`config.mk`:
```
export PLATFORM = sky130hd
export DESIGN_NAME = inst_fetch_queue
export DESIGN_NICKNAME = d
export VERILOG_FILES = /design/src/rtl/inst_fetch_queue.sv
export SDC_FILE = /design/constraint.sdc
export NUM_CORES = 1
export LEC_CHECK = 0
export CORE_MARGIN = 10
export CORE_UTILIZATION = 35
export CTS_BUF_LIST = sky130_fd_sc_hd__clkbuf_4 sky130_fd_sc_hd__clkbuf_8
export DETAILED_ROUTE_END_ITERATION = 10
export PLACE_DENSITY_LB_ADDON = 0.08
export SETUP_SLACK_MARGIN = 0.3
export SYNTH_ARGS = -nofsm -noshare
export SYNTH_HDL_FRONTEND = slang
export SYNTH_SLANG_ARGS = --single-unit
```
`constraint.sdc`:
```
create_clock -name clk -period 5.6 [get_ports clk]
set_clock_uncertainty 0.05 [all_clocks]
set_input_delay 0.84 -clock clk [delete_from_list [all_inputs] [get_ports clk]]
set_output_delay 0.84 -clock clk [all_outputs]
set_load 0.01 [all_outputs]
```
`src/rtl/inst_fetch_queue.sv`:
```
// Instruction fetch unit: owns the PC, issues sequential reads, queues results.
// Optional `FETCH_PREDECODE_EN adds JAL predecode and redirection of the fetch PC.
module inst_fetch_queue #(
    parameter int                    ADDR_WIDTH  = 32,
    parameter int                    INST_WIDTH  = 32,
    parameter int                    QUEUE_DEPTH = 4,
    parameter logic [ADDR_WIDTH-1:0] RESET_PC    = '0
) (
    input  logic                  clk,
    input  logic                  rst,
    input  logic                  rdy,
    input  logic                  cdb_valid,
    input  logic [ADDR_WIDTH-1:0] cdb_data,
    input  logic                  rd_mem_done,
    input  logic [INST_WIDTH-1:0] rd_mem_data,
    output logic                  rd_mem_valid,
    output logic [ADDR_WIDTH-1:0] rd_mem_addr,
    output logic                  inst_valid,
    input  logic                  inst_ready,
    output logic [INST_WIDTH-1:0] inst_data,
    output logic [ADDR_WIDTH-1:0] inst_pc,
    output logic                  inst_pred_taken
);

    localparam int PTR_W = $clog2(QUEUE_DEPTH);
    localparam int CNT_W = $clog2(QUEUE_DEPTH + 1);
    localparam logic [CNT_W-1:0] DEPTH_C = CNT_W'(QUEUE_DEPTH);
    localparam logic [ADDR_WIDTH-1:0] PC_STEP = ADDR_WIDTH'(4);

    typedef enum logic [1:0] {
        IDLE,
        WAIT,
        DISCARD
    } state_t;

    state_t state;
    state_t state_n;

    logic [ADDR_WIDTH-1:0] pc;
    logic [ADDR_WIDTH-1:0] pc_n;
    logic [ADDR_WIDTH-1:0] addr_n;
    logic                  valid_n;
    logic [ADDR_WIDTH-1:0] next_pc;

    logic [INST_WIDTH-1:0] q_data [QUEUE_DEPTH];
    logic [ADDR_WIDTH-1:0] q_pc   [QUEUE_DEPTH];
    logic [PTR_W-1:0]      head;
    logic [PTR_W-1:0]      tail;
    logic [CNT_W-1:0]      count;
    logic [CNT_W-1:0]      count_n;

    logic push;
    logic pop;
    logic space;

`ifdef FETCH_PREDECODE_EN
    logic        q_pred [QUEUE_DEPTH];
    logic        pred;
    logic [20:0] jal_imm;

    always_comb begin
        jal_imm = {rd_mem_data[31], rd_mem_data[19:12],
                   rd_mem_data[20], rd_mem_data[30:21], 1'b0};
        pred    = (rd_mem_data[6:0] == 7'b1101111);
        if (pred)
            next_pc = pc + {{(ADDR_WIDTH-21){jal_imm[20]}}, jal_imm};
        else
            next_pc = pc + PC_STEP;
    end
`else
    assign next_pc = pc + PC_STEP;
`endif

    assign inst_valid = (count != '0);
    assign pop        = inst_valid && inst_ready;
    assign push       = (state == WAIT) && rd_mem_done && !cdb_valid;

    // Occupancy after this cycle's push/pop; a redirect empties the queue.
    always_comb begin
        count_n = count;
        if (cdb_valid)
            count_n = '0;
        else
            count_n = count + CNT_W'(push) - CNT_W'(pop);
    end

    // Every issue point has no read outstanding, so only count_n matters.
    assign space = (count_n < DEPTH_C);

    always_comb begin
        state_n = state;
        pc_n    = pc;
        valid_n = rd_mem_valid;
        addr_n  = rd_mem_addr;
        if (cdb_valid) begin
            pc_n = cdb_data;
            unique case (state)
                IDLE: begin
                    state_n = WAIT;
                    valid_n = 1'b1;
                    addr_n  = cdb_data;
                end
                WAIT, DISCARD: begin
                    if (rd_mem_done) begin
                        state_n = WAIT;
                        valid_n = 1'b1;
                        addr_n  = cdb_data;
                    end else begin
                        state_n = DISCARD;
                    end
                end
                default: state_n = IDLE;
            endcase
        end else begin
            unique case (state)
                IDLE: begin
                    if (space) begin
                        state_n = WAIT;
                        valid_n = 1'b1;
                        addr_n  = pc;
                    end
                end
                WAIT: begin
                    if (rd_mem_done) begin
                        pc_n = next_pc;
                        if (space) begin
                            addr_n = next_pc;
                        end else begin
                            state_n = IDLE;
                            valid_n = 1'b0;
                        end
                    end
                end
                DISCARD: begin
                    if (rd_mem_done) begin
                        if (space) begin
                            state_n = WAIT;
                            valid_n = 1'b1;
                            addr_n  = pc;
                        end else begin
                            state_n = IDLE;
                            valid_n = 1'b0;
                        end
                    end
                end
                default: state_n = IDLE;
            endcase
        end
    end

    always_ff @(posedge clk or posedge rst) begin
        if (rst) begin
            state        <= IDLE;
            pc           <= RESET_PC;
            rd_mem_valid <= 1'b0;
            rd_mem_addr  <= '0;
            head         <= '0;
            tail         <= '0;
            count        <= '0;
        end else if (rdy) begin
            state        <= state_n;
            pc           <= pc_n;
            rd_mem_valid <= valid_n;
            rd_mem_addr  <= addr_n;
            count        <= count_n;
            if (cdb_valid) begin
                head <= '0;
                tail <= '0;
            end else begin
                if (push)
                    tail <= tail + PTR_W'(1);
                if (pop)
                    head <= head + PTR_W'(1);
            end
        end
    end

    // Payload storage needs no reset: the outputs are masked while empty.
    always_ff @(posedge clk) begin
        if (rdy && push) begin
            q_data[tail] <= rd_mem_data;
            q_pc[tail]   <= pc;
`ifdef FETCH_PREDECODE_EN
            q_pred[tail] <= pred;
`endif
        end
    end

    assign inst_data = inst_valid ? q_data[head] : '0;
    assign inst_pc   = inst_valid ? q_pc[head] : '0;

`ifdef FETCH_PREDECODE_EN
    assign inst_pred_taken = inst_valid ? q_pred[head] : 1'b0;
`else
    assign inst_pred_taken = 1'b0;
`endif

endmodule
```
==> results.ini, run 1 <==
[place]
dp_hpwl_um=24400
gp_congestion=0.819
dpl-instance-area_sq_mm=0.0167
pre_cts_ws_ps=1190
io_buffers=167

[clocking]
root_buffer=clkbuf_8
cts_tree=built
clock-sinks=330
cts.htree.levels=2
postCtsHoldBufs=0
clk_pin_slew_ps=70
clock_latency_ps=630
clk_path_buf_depth=3
cts_setup_buffers=0
ctsResizeCount=0
cts_buffers=57

[sta]
fin_ws_ps=1190
timing.fmax_ghz=0.227
grt_setup_unrepaired=false
worst_slew_pin_slew_ps=1010
setup_viol=0
finalSetupTns_ps=0
layout_min_cycle_time_ps=4410
finalHoldViolations=0
max_slew_margin=0.330
finalCritPeriodShare=0.787
slew_violations=0

[global_routing]
grt_max_degree=67
gr-total-overflow=0
groute.usage.overall=0.153
grt_pass1_vias=9365
antenna_found_initial=2
grt_pass1_wl_um=59500

[synth]
synth-edff-count=256
synth_async_sr_flop_share=0.224
synth_top_cell_by_area=edfxtp_1
syn_area_sq_mm=0.0145
synth.ff_latch_count=330
ys_warn_count=0
syn_inst=975
synth_cell_types=61
ys.flop_type=edfxtp_1
synth.net_count=1057
synth.avg_cell_area_sq_um=14.9
yosys-top-cells-count=256 x edfxtp_1, 74 x dfrtp_1, 68 x and2_1, 64 x mux4_2, 59 x nand2_1
synth_top_area_share=0.530
synth_most_common_cell=edfxtp_1
synthTopCellsByArea=edfxtp_1 53%, dfrtp_1 13%, mux4_2 9.9%
ys_seq_area_frac=0.658

[power]
powerDensity_mw_per_mm2=486
power.switching_mw=2.83
p_int_mw=5.86
p_clk_frac=0.258
pwr-share-seq=0.402
sw_frac_of_total=0.326
vdd_drop_max_v=0.000216
power_frac_comb=0.340
leakage_nw=6.10

[worst_setup_path]
arrival_ps=4880
endpoint=rd_mem_addr[30]
r2r-end=rd_mem_addr[30]
cp_num_cells=14
crit_start=state[1]
slowest_delay_ps=820
startpoint_type=register
crit_fanout=23
crit_buf_inv=3
crit_required_ps=6070
path_cells=inv_1 > ha_1 > and2_1 > nand2_1 > ha_1 > inv_1 > ha_1 > inv_1 > fa_1 > xnor3_2 > nor2_1 > a2111o_2 > nand2b_1 > o21a_1
reg2reg_depth=14
critPathSlowestCell=ha_1
end_kind=register
rrSetupSlack_ps=1190
cp_top_family=adder cells
r2r-start=state[1]
crit_type=register to register

[cells_and_area]
final_area_sq_mm=0.0179
fill_cells=3729
layout.nets=1230
insertedDiodeCount=0
synthToLayoutAreaGrowth_pct=23.3
drive_gt1_frac=0.169

[job]
drv_cap=0

[outcome]
outcome=finished, final reports clean

[min_path]
hp-class=register to register

[floorplanning]
fp.coreArea_sq_mm=0.0409
io-pin-count=169
initial_utilization=0.354
die_h_um=224
die_w_um=224
rows=74
dieArea_sq_mm=0.0500

[route]
routed_wl_um=38700
dr.pass1.iters=5
drtIter0Drc=749
drt.antenna.violating_nets=0
drc=0
wl_per_cell_um=22.5
vias=8976
viasPerCell=5.21

registers in the layout, indices dropped and copies added, names as in the netlist:
name and flops:
state 2, count 3, head 2, q_data 128
rd_mem_valid 1, tail 2, rd_mem_addr 32, pc 32
q_pc 128
metal layers:
layer  wire length (um)  vias up  GRT usage
met5                 27        -          0
met4                661        4     0.0493
met3               1960       56     0.0328
met2              18700      229      0.246
met1              17400     4553      0.204
li1                   -     4134          -
how the worst min path moves through the flow:
stage	start	end	slack (ps)	depth (start not counted)
global route	rd_mem_addr[6]	rd_mem_addr[6]	460	2
floorplan	pc[10]	q_pc[0][10]	420	0
detailed placement	rd_mem_addr[4]	rd_mem_addr[4]	420	2
global placement	rd_mem_addr[0]	rd_mem_addr[0]	410	2
finish	rd_mem_addr[4]	rd_mem_addr[4]	430	2
CTS	rd_mem_addr[4]	rd_mem_addr[4]	440	2
through the flow:
step	std cells	utilization	power (mW)	hold WS [ps]
final	1722	0.437	8.70	435
after global routing	1722	0.437	9.23	465
after CTS	1722	0.437	8.89	439
after detailed placement	1621	0.409	6.59	423
after global placement	1621	0.409	6.58	414
after floorplan	975	-	5.08	421
layout by cell type, fill, tap and decap left out, types with 4 or more instances in the layout:
cell type and instances:
edfxtp_1 256, clkdlybuf4s50_1 166, dfrtp_1 72, and2_1 68, mux4_2 64, clkbuf_8 63, nand2_1 59, o21ai_0 55
nor2_1 35, a21oi_1 27, nand4_1 24, nand3_1 21, mux2i_1 19, nor3_1 19, inv_1 16, clkbuf_4 15
nor4_1 14, xor2_1 13, buf_4 12, xnor2_1 11, ha_1 11, clkinv_1 11, and3_1 10, o31ai_1 9
a22oi_1 9, clkinv_2 8, a22o_1 6, o22ai_1 6, mux2_2 6, o221ai_1 5, or3_1 5, o21a_1 5
a31oi_1 5, o21ai_1 4, and3_2 4, buf_12 4
area by class of cell:
class / count / area, sq um / area share
Sequential cell: 330 / 9540 / 0.534
Timing Repair Buffer: 183 / 1840 / 0.103
Tap cell: 532 / 666 / 0.0372
Clock inverter: 23 / 184 / 0.0103
Multi-Input combinational cell: 558 / 4610 / 0.258
Clock buffer: 78 / 980 / 0.0548
Inverter: 18 / 68.8 / 0.00385
power groups by stage:
stage | clock [mW] | combinational (mW) | sequential [mW]
after global placement | 0 | 3.03 | 3.55
after CTS | 2.33 | 3.05 | 3.51
after global routing | 2.43 | 3.24 | 3.56
final | 2.25 | 2.95 | 3.50
after detailed placement | 0 | 3.04 | 3.55
after floorplan | 0 | 1.76 | 3.33
kinds of logic after synthesis:
| group | Yosys count | synth area share |
|---|---|---|
| DFF | 330 | 0.658 |
| and+or+nand+nor | 278 | 0.106 |
| AOI/OAI and AO/OA | 153 | 0.0663 |
| muxes | 89 | 0.117 |
| buffers and inverters | 87 | 0.0257 |
| xor gates and xnor gates | 25 | 0.0161 |
| adders and majority gates | 12 | 0.0109 |
| other | 1 | 0.000259 |
worst min-delay path: stages (launching register included):
cell and delay, ps:
dfrtp_1 350, nand2_1 50, o21ai_0 60
No activity file was read; power rests on OpenSTA's default activity.
==> run 2, diff against run 1 <==
clock period = 4.3 ns   (was 5.6 ns; I/O delays follow)
==> run 2 against run 1 <==
Net effect: utilization is essentially flat; die area is the same; critical path depth shrank 10; worst setup slack lost 520 ps; clock power grew 17%; routed wire length shrank 0.42%; total power grew 27%.
==> results.ini, run 2 (synthesis results as in run 1) <==
[min_path]
hp-class=input port to asynchronous set/reset pin

[global_routing]
groute.usage.overall=0.153  ; -0.000300
met3_usage=0.0391  ; +0.00625
grtUsageMet2=0.244  ; -0.00204
grt_util_met1=0.201  ; -0.00290
grt_busiest_layer=met2
gr-total-overflow=0  ; unchanged
grt_pass1_vias=9562  ; +2.1%
antenna_found_initial=0  ; -2
grt_pass1_wl_um=59400  ; -0.21%
grt_max_degree=67  ; unchanged

[place]
dpl-instance-area_sq_mm=0.0168  ; +0.66%
dp_hpwl_um=24700  ; +1.3%
pre_cts_ws_ps=261  ; -925 ps
io_buffers=167  ; unchanged
dpl.cell_count=1629  ; +0.49%
gp_congestion=0.807  ; -1.5%

[sta]
finalHoldViolations=0  ; unchanged
slew_violations=0  ; unchanged
fin_ws_ps=667  ; -525 ps
layout_min_cycle_time_ps=3630
finalSetupTns_ps=0  ; unchanged
finalCritPeriodShare=0.845
max_slew_margin=0.333  ; +0.00325
timing.fmax_ghz=0.275
grt_setup_unrepaired=false
setup_viol=0  ; unchanged
hold_slack_ps=366  ; -68.9 ps
worst_slew_pin_slew_ps=991  ; -14.0 ps

[power]
powerDensity_mw_per_mm2=620  ; +28%
vdd_drop_max_v=0.000232  ; +7.2%
power_frac_comb=0.354  ; +0.014
p_int_mw=7.42  ; +27%
finalPower_mw=11.1  ; +27%
leakage_nw=6.09  ; -0.29%
power.switching_mw=3.66  ; +29%
pwr-share-seq=0.408  ; +0.006
sw_frac_of_total=0.330  ; +0.00423
p_clk_frac=0.238  ; -0.020

[worst_setup_path]
cp_top_family=buffers and inverters
crit_required_ps=3610  ; -2460 ps
rrSetupSlack_ps=690  ; -500 ps
path_cells=buf_12 > mux4_2 > and2_1 > clkdlybuf4s50_1
r2r-end=rd_mem_addr[30]
crit_buf_inv=2  ; -1
end_kind=primary output
slowest_delay_ps=740  ; -80 ps
critPathSlowestCell=dfrtp_4
arrival_ps=2940  ; -1940 ps
crit_type=register to primary output
reg2reg_depth=13  ; -1
crit_fanout=23  ; unchanged
r2r-start=count[2]
startpoint_type=register

[clocking]
postCtsHoldBufs=0  ; unchanged
cts_setup_buffers=0  ; unchanged
clock-sinks=330  ; unchanged
root_buffer=clkbuf_8
clock_latency_ps=630  ; about the same
cts_tree=built
cts.htree.levels=2  ; unchanged
clk_path_buf_depth=3  ; unchanged
clk_pin_slew_ps=60  ; about the same
ctsResizeCount=0  ; unchanged
cts_buffers=54  ; -5.3%

[floorplanning]
rows=74  ; unchanged
fp.coreArea_sq_mm=0.0409  ; unchanged
io-pin-count=169  ; unchanged
die_w_um=224  ; unchanged
die_h_um=224  ; unchanged
initial_utilization=0.354  ; unchanged
dieArea_sq_mm=0.0500  ; unchanged

[cells_and_area]
drive_gt1_frac=0.170  ; +0.000825
layout.nets=1235  ; +0.41%
synthToLayoutAreaGrowth_pct=23.2
final_common_cell=edfxtp_1
reg_top3=q_data x128, q_pc x128
final_util=0.437  ; -0.000489
fin_cells=1728  ; +0.35%
insertedDiodeCount=0  ; unchanged
fill_cells=3798  ; +1.9%
mostFrequentLayoutCells=256 x edfxtp_1, 166 x clkdlybuf4s50_1, 72 x dfrtp_1
final_area_sq_mm=0.0179  ; -0.11%

[route]
viasPerCell=5.23  ; +0.29%
drt.antenna.violating_nets=0  ; unchanged
vias=9033  ; +0.64%
routed_wl_um=38600  ; -0.42%
dr.pass1.iters=5  ; unchanged
drtIter0Drc=639  ; -15%
wl_per_cell_um=22.3  ; -0.77%
drc=0  ; unchanged

[outcome]
outcome=finished, final reports clean

[job]
drv_cap=0  ; unchanged

[run 2: layout make-up]
type / instances / area (sq um) / share of cell area
Multi-Input combinational cell: 558 / 4610 / 0.258
Clock inverter: 20 / 90.1 / 0.00504
Tap cell: 532 / 666 / 0.0373
Sequential cell: 330 / 9540 / 0.534
Timing Repair Buffer: 191 / 1950 / 0.109
Clock buffer: 79 / 943 / 0.0528
Inverter: 18 / 68.8 / 0.00385
[run 2: power groups by stage]
stage	clock network [mW]	logic (mW)	registers [mW]
floorplan	0	2.29	4.33
global placement	0	4.01	4.59
detailed placement	0	4.04	4.59
CTS	2.74	4.04	4.53
global route	2.88	4.30	4.60
finish	2.63	3.93	4.52
[run 2: worst max-delay path by stage]
stage | from | to | slack (ps) | cells past startpoint
final | head[0] | inst_pc[14] | 670 | 4
after global routing | head[0] | inst_pc[14] | 470 | 4
after CTS | head[0] | inst_pc[14] | 500 | 4
after detailed placement | rd_mem_done | rd_mem_addr[30] | 260 | 14
after global placement | rd_mem_done | rd_mem_addr[30] | 300 | 14
after floorplan | cdb_valid | q_data[3][0] | 690 | 5
[run 2: routing by layer]
metal / up-vias / wire [um]
met5: - / 0
met4: 0 / 814
met3: 59 / 2220
met2: 266 / 18300
met1: 4583 / 17200
li1: 4125 / -
==> run 3, diff against run 2 <==
clock period = 2.9 ns   (was 4.3 ns; I/O delays follow)
==> run 3 against run 2 <==
Net effect: the run now ends with negative setup slack left; sequential power rose by 44%; total power grew 74%; routed wire length up 13%; critical path depth grew 11; clock-buffer cell count rose by 3; critical path type is now register to register; largest cell class unchanged.
==> results.ini, run 3 (synthesis results as in run 1) <==
[outcome]
outcome=finished, violations left
violations=negative setup slack

[power]
p_int_mw=12.9  ; +74%
p_clk_frac=0.216  ; -0.022
vdd_drop_max_v=0.000385  ; +66%
sw_frac_of_total=0.332  ; +0.00211
power.switching_mw=6.41  ; +75%
finalPower_mw=19.3  ; +74%
pwr-share-seq=0.338  ; -0.070
leakage_nw=7.13  ; +17%
powerDensity_mw_per_mm2=982  ; +58%
power_frac_comb=0.447  ; +0.093

[worst_setup_path]
reg2reg_depth=15  ; +2
slowest_delay_ps=480  ; -260 ps
crit_fanout=5  ; -78%
end_kind=register
r2r-end=rd_mem_addr[16]
cp_num_cells=15  ; +11
arrival_ps=3620  ; +680 ps
crit_buf_inv=5  ; +3
crit_required_ps=3350  ; -260 ps
path_cells=or3_4 > and2_4 > ha_4 > inv_2 > ha_4 > inv_2 > fa_2 > xnor3_2 > nor2_1 > a2111o_2 > buf_4 > buf_8 > buf_16 > nand2_2 > o31ai_2
r2r-start=count[2]
crit_start=count[2]
critPathSlowestCell=a2111o_2
startpoint_type=register
crit_type=register to register
endpoint=rd_mem_addr[16]
cp_top_family=adder cells
rrSetupSlack_ps=-270  ; -960 ps

[clocking]
cts_tree=built
root_buffer=clkbuf_8
clk_path_buf_depth=3  ; unchanged
clock-sinks=330  ; unchanged
clk_pin_slew_ps=70  ; about the same
cts_buffers=57  ; +5.6%
clock_latency_ps=640  ; about the same
cts.htree.levels=2  ; unchanged

[cells_and_area]
fill_cells=3647  ; -4.0%
reg_top3=q_data x128, q_pc x128
mostFrequentLayoutCells=256 x edfxtp_1, 101 x clkdlybuf4s50_1, 71 x dfrtp_1
synthToLayoutAreaGrowth_pct=35.5
final_common_cell=edfxtp_1
drive_gt1_frac=0.370  ; +0.200
final_util=0.480  ; +0.0435
layout.nets=1339  ; +8.4%
fin_cells=1837  ; +6.3%
insertedDiodeCount=0  ; unchanged

[place]
pre_cts_ws_ps=-573  ; -834 ps
gp_congestion=0.834  ; +3.3%
io_buffers=167  ; unchanged
dp_hpwl_um=26500  ; +7.3%
dpl.cell_count=1677  ; +2.9%

[floorplanning]
io-pin-count=169  ; unchanged
die_w_um=224  ; unchanged
rows=74  ; unchanged
dieArea_sq_mm=0.0500  ; unchanged
initial_utilization=0.354  ; unchanged
fp.coreArea_sq_mm=0.0409  ; unchanged
die_h_um=224  ; unchanged

[sta]
finalCritPeriodShare=1.09
max_slew_margin=0.494  ; +0.161
finalHoldViolations=0  ; unchanged
fin_ws_ps=-271  ; -938 ps
grt_setup_unrepaired=true
worst_slew_pin_slew_ps=756  ; -235 ps
slew_violations=0  ; unchanged
setup_viol=36  ; +36
finalSetupTns_ps=-6860  ; -6860 ps
timing.fmax_ghz=0.315
layout_min_cycle_time_ps=3170

[route]
vias=9602  ; +6.3%
routed_wl_um=43500  ; +13%
drtIter0Drc=703  ; +10%
wl_per_cell_um=23.7  ; +6.0%
viasPerCell=5.23  ; about the same
dr.pass1.iters=5  ; unchanged
drc=0  ; unchanged
drt.antenna.violating_nets=0  ; unchanged

[global_routing]
groute.usage.overall=0.163  ; +0.00957
grt_pass1_wl_um=63200  ; +6.4%
gr-total-overflow=0  ; unchanged
grt_pass1_vias=9892  ; +3.5%
grt_max_degree=67  ; unchanged
antenna_found_initial=0  ; unchanged

[job]
drv_cap=0  ; unchanged

[min_path]
hp-class=input port to asynchronous set/reset pin

-- run 3: how the worst min path moves through the flow --
stage / endpoint / slack, ps
floorplan: q_pc[0][10] / 420
global placement: rd_mem_addr[6] / 420
detailed placement: rd_mem_addr[9] / 430
CTS: rd_mem_addr[6] / 110
global route: rd_mem_addr[6] / 140
finish: rd_mem_addr[7] / 140
-- run 3: layout make-up --
class	instances	area, sq um	area share
flip-flops and latches	330	9550	0.486
multi-input cells	558	5000	0.255
repair buffers	292	3240	0.165
clock buffers	82	985	0.0501
well taps	532	666	0.0339
clock inverters	25	141	0.00720
inverters	18	68.8	0.00350
-- run 3: worst reg2reg max path, delay by kind of cell (launching register included) --
family | cells | cell delay, ps
buf+inv | 5 | 550
xor+xnor | 1 | 230
simple gates | 4 | 650
compound gates | 2 | 540
fa+ha+maj | 3 | 660
flops | 1 | 380
-- run 3: repair_timing --
item | 4_1_cts | 5_1_grt
setup buffers | 7 | 28
setup endpoints to repair | 100 | 100
resized for setup | 192 | 228
pin swaps | 25 | 13
hold endpoints to repair | 0 | 0
gates cloned | 6 | 12
hold buffers | 0 | 0
-- run 3: per-layer routing --
metal | part of all wire | wire [um] | track usage | vias to the layer above
li1 | - | - | - | 4361
met1 | 0.44 | 19000 | 0.214 | 4904
met2 | 0.49 | 21400 | 0.267 | 271
met3 | 0.052 | 2260 | 0.0369 | 66
met4 | 0.017 | 727 | 0.0414 | 0
met5 | 0 | 0 | 0 | -
-- run 3: power groups by stage --
stage / Sequential (mW) / Combinational, mW / Clock, mW
finish: 6.51 / 8.62 / 4.17
global route: 6.60 / 9.25 / 4.56
CTS: 6.51 / 7.51 / 4.31
detailed placement: 6.57 / 6.58 / 0
global placement: 6.57 / 6.54 / 0
floorplan: 6.42 / 3.45 / 0
-- run 3: metrics by stage --
step | area [sq um] | hold slack (ps)
finish | 19700 | 141
floorplan | 14600 | 421
CTS | 18900 | 115
detailed placement | 17300 | 427
global placement | 17300 | 422
global route | 19700 | 139
